**config.mk**
```make
export PLATFORM = sky130hd
export DESIGN_NAME = tx_64b66b_framer_flat
export DESIGN_NICKNAME = d
export VERILOG_FILES = /design/src/rtl/cdrtrig_pkg.sv /design/src/rtl/tx_64b66b_framer_if.sv /design/src/rtl/tx_64b66b_framer_scrambler.sv /design/src/rtl/tx_64b66b_framer.sv /design/src/flat_wrapper.sv
export SDC_FILE = /design/constraint.sdc
export NUM_CORES = 1
export LEC_CHECK = 0
export CAP_MARGIN = 5
export CORE_MARGIN = 1
export CORE_UTILIZATION = 60
export CTS_CLUSTER_SIZE = 16
export DETAILED_ROUTE_END_ITERATION = 6
export HOLD_SLACK_MARGIN = 0.06
export MAX_ROUTING_LAYER = met4
export PLACE_DENSITY = 0.87
export REMOVE_ABC_BUFFERS = 1
export SLEW_MARGIN = 20
export SYNTH_ARGS = -nofsm -noshare
export SYNTH_HDL_FRONTEND = slang
export SYNTH_HIERARCHICAL = 1
export SYNTH_SLANG_ARGS = --single-unit
```
**constraint.sdc**
```tcl
create_clock -name clk -period 8.4 [get_ports clk]
set_input_delay 1.68 -clock clk [delete_from_list [all_inputs] [get_ports clk]]
set_output_delay 1.68 -clock clk [all_outputs]
set_load 0.01 [all_outputs]
```
**src/rtl/cdrtrig_pkg.sv**
```systemverilog
// Shared 64b/66b constants and block types for the CDR trigger
// test-pattern transmit and receive paths.
package cdrtrig_pkg;

    localparam logic [1:0] HDR_DATA = 2'b01;
    localparam logic [1:0] HDR_CTL  = 2'b10;
    localparam logic [7:0] BLK_IDLE = 8'h1e;

    localparam int SCR_TAP_A = 38;
    localparam int SCR_TAP_B = 57;
    localparam int SCR_WIDTH = 58;

    localparam int BLK_W  = 66;
    localparam int WORD_W = 32;
    localparam int BUF_W  = 64;

    typedef logic [1:0] hdr_t;

    typedef struct packed {
        hdr_t        hdr;
        logic [63:0] data;
    } blk_t;

    function automatic logic [63:0] idle_payload(
        input logic [7:0] blk_type
    );
        return {blk_type, 56'h0};
    endfunction

endpackage

```
**src/rtl/tx_64b66b_framer_if.sv**
```systemverilog
// Valid/ready block stream into the 64b/66b framer.
// The framer side is the slave; upstream is the master.
interface tx_64b66b_framer_if;
    import cdrtrig_pkg::*;

    logic        blk_valid;
    logic        blk_ready;
    hdr_t        blk_header;
    logic [63:0] blk_data;

    modport master (
        output blk_valid,
        output blk_header,
        output blk_data,
        input  blk_ready
    );

    modport slave (
        input  blk_valid,
        input  blk_header,
        input  blk_data,
        output blk_ready
    );

endinterface

```
**src/rtl/tx_64b66b_framer_scrambler.sv**
```systemverilog
// Self-synchronous x^58+x^39+1 scrambler, 64 bits per call, bit 63 first.
// State only moves when the caller commits a block.
module Scrambler64b66b
    import cdrtrig_pkg::*;
#(
    parameter logic [SCR_WIDTH-1:0] INIT = '1
) (
    input  logic        clk,
    input  logic        rst_n,
    input  logic        advance,
    input  logic [63:0] din,
    output logic [63:0] dout
);

    logic [SCR_WIDTH-1:0] state;
    logic [SCR_WIDTH-1:0] state_next;

    always_comb begin : unroll
        logic [SCR_WIDTH-1:0] s;
        s    = state;
        dout = '0;
        for (int i = 63; i >= 0; i--) begin
            dout[i] = din[i] ^ s[SCR_TAP_A] ^ s[SCR_TAP_B];
            s       = {s[SCR_WIDTH-2:0], dout[i]};
        end
        state_next = s;
    end

    always_ff @(posedge clk or negedge rst_n) begin
        if (!rst_n) begin
            state <= INIT;
        end else if (advance) begin
            state <= state_next;
        end
    end

endmodule

```
**src/rtl/tx_64b66b_framer.sv**
```systemverilog
// 64b/66b transmit framer: hold register, scrambler and 66->32 gearbox.
// Idle control blocks are substituted whenever upstream has nothing ready.
module tx_64b66b_framer
    import cdrtrig_pkg::*;
#(
    parameter logic [7:0]           IDLE_TYPE     = BLK_IDLE,
    parameter logic [SCR_WIDTH-1:0] SCRAMBLE_INIT = '1
) (
    input  logic                  clk,
    input  logic                  rst_n,
    input  logic                  scramble_en,
    tx_64b66b_framer_if.slave     blk,
    output logic [WORD_W-1:0]     tx_data,
    output logic                  idle_inserted
);

    logic [BUF_W-1:0] sbuf;
    logic [6:0]       cnt;
    logic [6:0]       cnt_next;
    blk_t             hold;
    blk_t             hold_next;

    logic             consume;
    logic             accept;
    logic [63:0]      scr_in;
    logic [63:0]      scr_out;
    logic [95:0]      merged;

    assign consume = cnt < 7'd32;
    assign accept  = consume && blk.blk_valid && blk.blk_ready;

    assign scr_in = accept ? blk.blk_data : idle_payload(IDLE_TYPE);

    Scrambler64b66b #(
        .INIT (SCRAMBLE_INIT)
    ) u_scr (
        .clk     (clk),
        .rst_n   (rst_n),
        .advance (consume && scramble_en),
        .din     (scr_in),
        .dout    (scr_out)
    );

    always_comb begin
        hold_next.hdr  = accept ? blk.blk_header : HDR_CTL;
        hold_next.data = scramble_en ? scr_out : scr_in;
    end

    // Leftover buffer bits sit on top; the hold block follows right behind them.
    assign merged = {sbuf, 32'h0}
                  | ({30'h0, hold} << (7'd30 - cnt));

    assign cnt_next = consume ? cnt + 7'd34 : cnt - 7'd32;

    always_ff @(posedge clk or negedge rst_n) begin
        if (!rst_n) begin
            tx_data       <= '0;
            sbuf          <= '0;
            cnt           <= '0;
            hold          <= '{hdr: HDR_CTL, data: 64'h0};
            blk.blk_ready <= 1'b0;
            idle_inserted <= 1'b0;
        end else begin
            cnt           <= cnt_next;
            blk.blk_ready <= cnt_next < 7'd32;
            idle_inserted <= consume && !accept;
            if (consume) begin
                tx_data <= merged[95:64];
                sbuf    <= merged[63:0];
                hold    <= hold_next;
            end else begin
                tx_data <= sbuf[63:32];
                sbuf    <= {sbuf[31:0], 32'h0};
            end
        end
    end

endmodule

```
**src/flat_wrapper.sv**
```systemverilog
// flat-port wrapper written by rule: the top's interface ports become plain ports
module tx_64b66b_framer_flat import cdrtrig_pkg::*;
#(
    parameter logic [7:0]           IDLE_TYPE     = BLK_IDLE,
    parameter logic [SCR_WIDTH-1:0] SCRAMBLE_INIT = '1
)
  (clk, rst_n, scramble_en, tx_data, idle_inserted, blk_blk_valid, blk_blk_header, blk_blk_data, blk_blk_ready);
  tx_64b66b_framer_if blk_i ();
  input  logic clk;
  input  logic rst_n;
  input  logic scramble_en;
  output logic [WORD_W-1:0] tx_data;
  output logic idle_inserted;
  input wire logic [$bits(blk_i.blk_valid)-1:0] blk_blk_valid;
  input wire logic [$bits(blk_i.blk_header)-1:0] blk_blk_header;
  input wire logic [$bits(blk_i.blk_data)-1:0] blk_blk_data;
  output wire logic [$bits(blk_i.blk_ready)-1:0] blk_blk_ready;
  assign blk_i.blk_valid = blk_blk_valid;
  assign blk_i.blk_header = blk_blk_header;
  assign blk_i.blk_data = blk_blk_data;
  assign blk_blk_ready = blk_i.blk_ready;
  tx_64b66b_framer #(.IDLE_TYPE(IDLE_TYPE), .SCRAMBLE_INIT(SCRAMBLE_INIT)) u_core (.clk(clk), .rst_n(rst_n), .scramble_en(scramble_en), .blk(blk_i), .tx_data(tx_data), .idle_inserted(idle_inserted));
endmodule
```
==> run metrics <==
Crit Reg-Reg Startpoint u_core/cnt[5]; # H-tree levels 1; postcts setup bufs 0; first-pass GRT wire length 64800 um; Max-slew headroom 0.299; hold path start u_core/sbuf[16]; DRC errors left 0; leakage power 6.97 nW; placeable core region 23600 um2; Critical Path Start Type flip-flop; Skew-Pair Late Insertion Delay 0.54 ns; Num CTS Buffers 26; Post-Place Cells 1660; Syn Std Cell Area 14600 um2; Worst Hold Class flip-flop to flip-flop; Final GP Congestion 0.984; PD cells 357 nW/um2; minimum clock period 4.03 ns; final cell count without fillers 1706; drt pass-1 iters 5; Yosys top cell area share 0.290; CP Capture Type flip-flop; Critical Path RT 8.87 ns; CTS tree yes; antenna viol nets, final 0; number of buffers added on ports 103; Fin Setup TNS 0 ns; initial antenna violation count 0; Max Freq 248 MHz; proportion of layout cells with a drive suffix above 1 0.231; Initial Utilization 0.617; vias in the first global route 10900; sequential-to-total area share from yosys stat 0.397; worst setup path category flip-flop to flip-flop; area grow syn2layout 14.1%; largest net degree at the start of global routing 103; Worst-Margin Slew 1.05 ns; status finished, final reports clean; number of buffers on the longest clock path 3; period utilisation layout 0.479; I/O pins 104; via count 11100; post-synthesis cell type count 55; post-CTS sizing 0; Die Span Y 158 um; Final Hold Fails 0; fin. max-slew vios 0; RSZ-0062 raised after global routing no; Avg Synthesized Cell Area 11.1 um2; full die area 24900 um2; most common cell after layout, fill and taps aside dfrtp_1; most frequent cells in the layout 164 x dfrtp_1, 139 x nor2_1, 106 x a21oi_1, 101 x clkdlybuf4s50_1, 100 x mux2_2; GR Util All Layers 0.360; number of DRC markers in iteration 0 1103; routed len/inst 24.4 um; CTS Sinks 228; Final HPWL DP 29100 um; nets 1441; VDD IR max 0.000243 V; Final Setup Violations 0; drt total wl 41700 um; CTS root buffer clkbuf_16; Post-synth EDFFs 0; clk_skew 0.0183 ns; Clock transition at path regs 0.06 ns; Yosys reg bits 228; grt total ovfl 0; Worst Path Max Fanout 43; Synth area leader dfrtp_1; Synth Instances 1317; Die X 158 um; top post-synthesis cells by area dfrtp_1 29%, dfstp_2 11%, mux4_2 10%; Warnings, synthesis 6; critical path arrival 4.50 ns; DR vias/cell 6.52; Ant. Diodes 0; async set or reset register ratio after synthesis 1.00; maxcap violations 0; cts hold-fix bufs 0; Synth Flop Type dfrtp_1; Cell Rows 56; CP startpoint u_core/cnt[5]
==> worst max-delay path, stage by stage, from the launching register on <==
cell     delay [ns]
dfrtp_2        0.44
inv_1          0.24
buf_4          0.38
ha_4           0.54
nor2b_1        0.66
nand2_1        0.74
nor2_1         0.61
a221o_1        0.24
or3_1          0.09
==> routing by layer <==
metal  vias up  global-route usage  wire (um)
met3       114              0.0487       3410
met2       648               0.555      19600
met4         0               0.147       1830
li1       4856                   -          -
met5         -                   -          0
met1      5502               0.483      16900
==> cell usage after synthesis (10+ instances only) <==
cell type / count
dfstp_2: 59
nand3_1: 15
buf_1: 18
and2_1: 66
buf_2: 14
clkbuf_1: 58
a31oi_1: 19
o21ai_0: 23
a21oi_1: 106
nand2b_1: 11
inv_1: 11
mux2_2: 100
nor2_1: 139
o211ai_1: 18
o221ai_1: 10
xnor2_1: 76
o21ai_1: 24
nand2_1: 76
dfrtp_1: 169
xor3_2: 13
mux4_2: 67
mux2i_1: 95
and3_1: 10
==> registers in the layout, indices dropped and copies added (netlist names) <==
| name | count |
|---|---|
| u_core/cnt | 6 |
| u_core/hold | 66 |
| u_core/u_scr/state | 58 |
| u_core/idle_inserted | 1 |
| u_core/tx_data | 32 |
| u_core/sbuf | 64 |
| u_core/blk.blk_ready | 1 |
==> cell type report <==
class / instances / area [um2]
timing repair buffer: 122 / 1180
inverter: 13 / 48.8
clock inverter: 11 / 171
sequential: 228 / 5790
clock buffer: 35 / 724
tap: 319 / 399
multi-input combinational: 978 / 8310
fill: 1684 / 7000
==> final timing paths <==
path | end | slack [ns] | cells after the start
setup / recovery | u_core/tx_data[25] | 4.37 | 8
hold / removal | u_core/sbuf[48] | 0.42 | 1
hold reg to reg | u_core/sbuf[48] | 0.42 | 1
max in group asynchronous | u_core/sbuf[35] | 5.80 | 2
setup reg to reg | u_core/tx_data[25] | 4.37 | 8
min in group asynchronous | u_core/tx_data[29] | 1.13 | 1
==> power by group <==
group	leakage [nW]	internal, W	switching [W]
registers	2.78	0.00164	0.000506
clock network	0.434	0.000726	0.000461
logic	3.75	0.00144	0.00116
==> metrics by stage <==
| step | util | hold WS [ns] | worst slack, ns | instance area [um2] | power [W] |
|---|---|---|---|---|---|
| finish | 0.704 | 0.424 | 4.37 | 16600 | 0.00593 |
| global route | 0.704 | 0.435 | 4.20 | 16600 | 0.00620 |
| CTS | 0.704 | 0.428 | 4.47 | 16600 | 0.00589 |
| detailed placement | 0.666 | 0.412 | 4.21 | 15700 | 0.00467 |
| global placement | 0.666 | 0.407 | 4.35 | 15700 | 0.00454 |
| floorplan | - | 0.404 | 1.73 | 14100 | 0.00381 |
==> kinds of logic after synthesis <==
group / after synthesis / synth area share
muxes: 276 / 0.260
and+or+nand+nor: 345 / 0.110
xor gates and xnor gates: 114 / 0.0980
DFF: 228 / 0.397
AOI/OAI and AO/OA: 241 / 0.100
adders and majority gates: 2 / 0.00172
buffers and inverters: 111 / 0.0337
(Power assumes the default switching activity.)
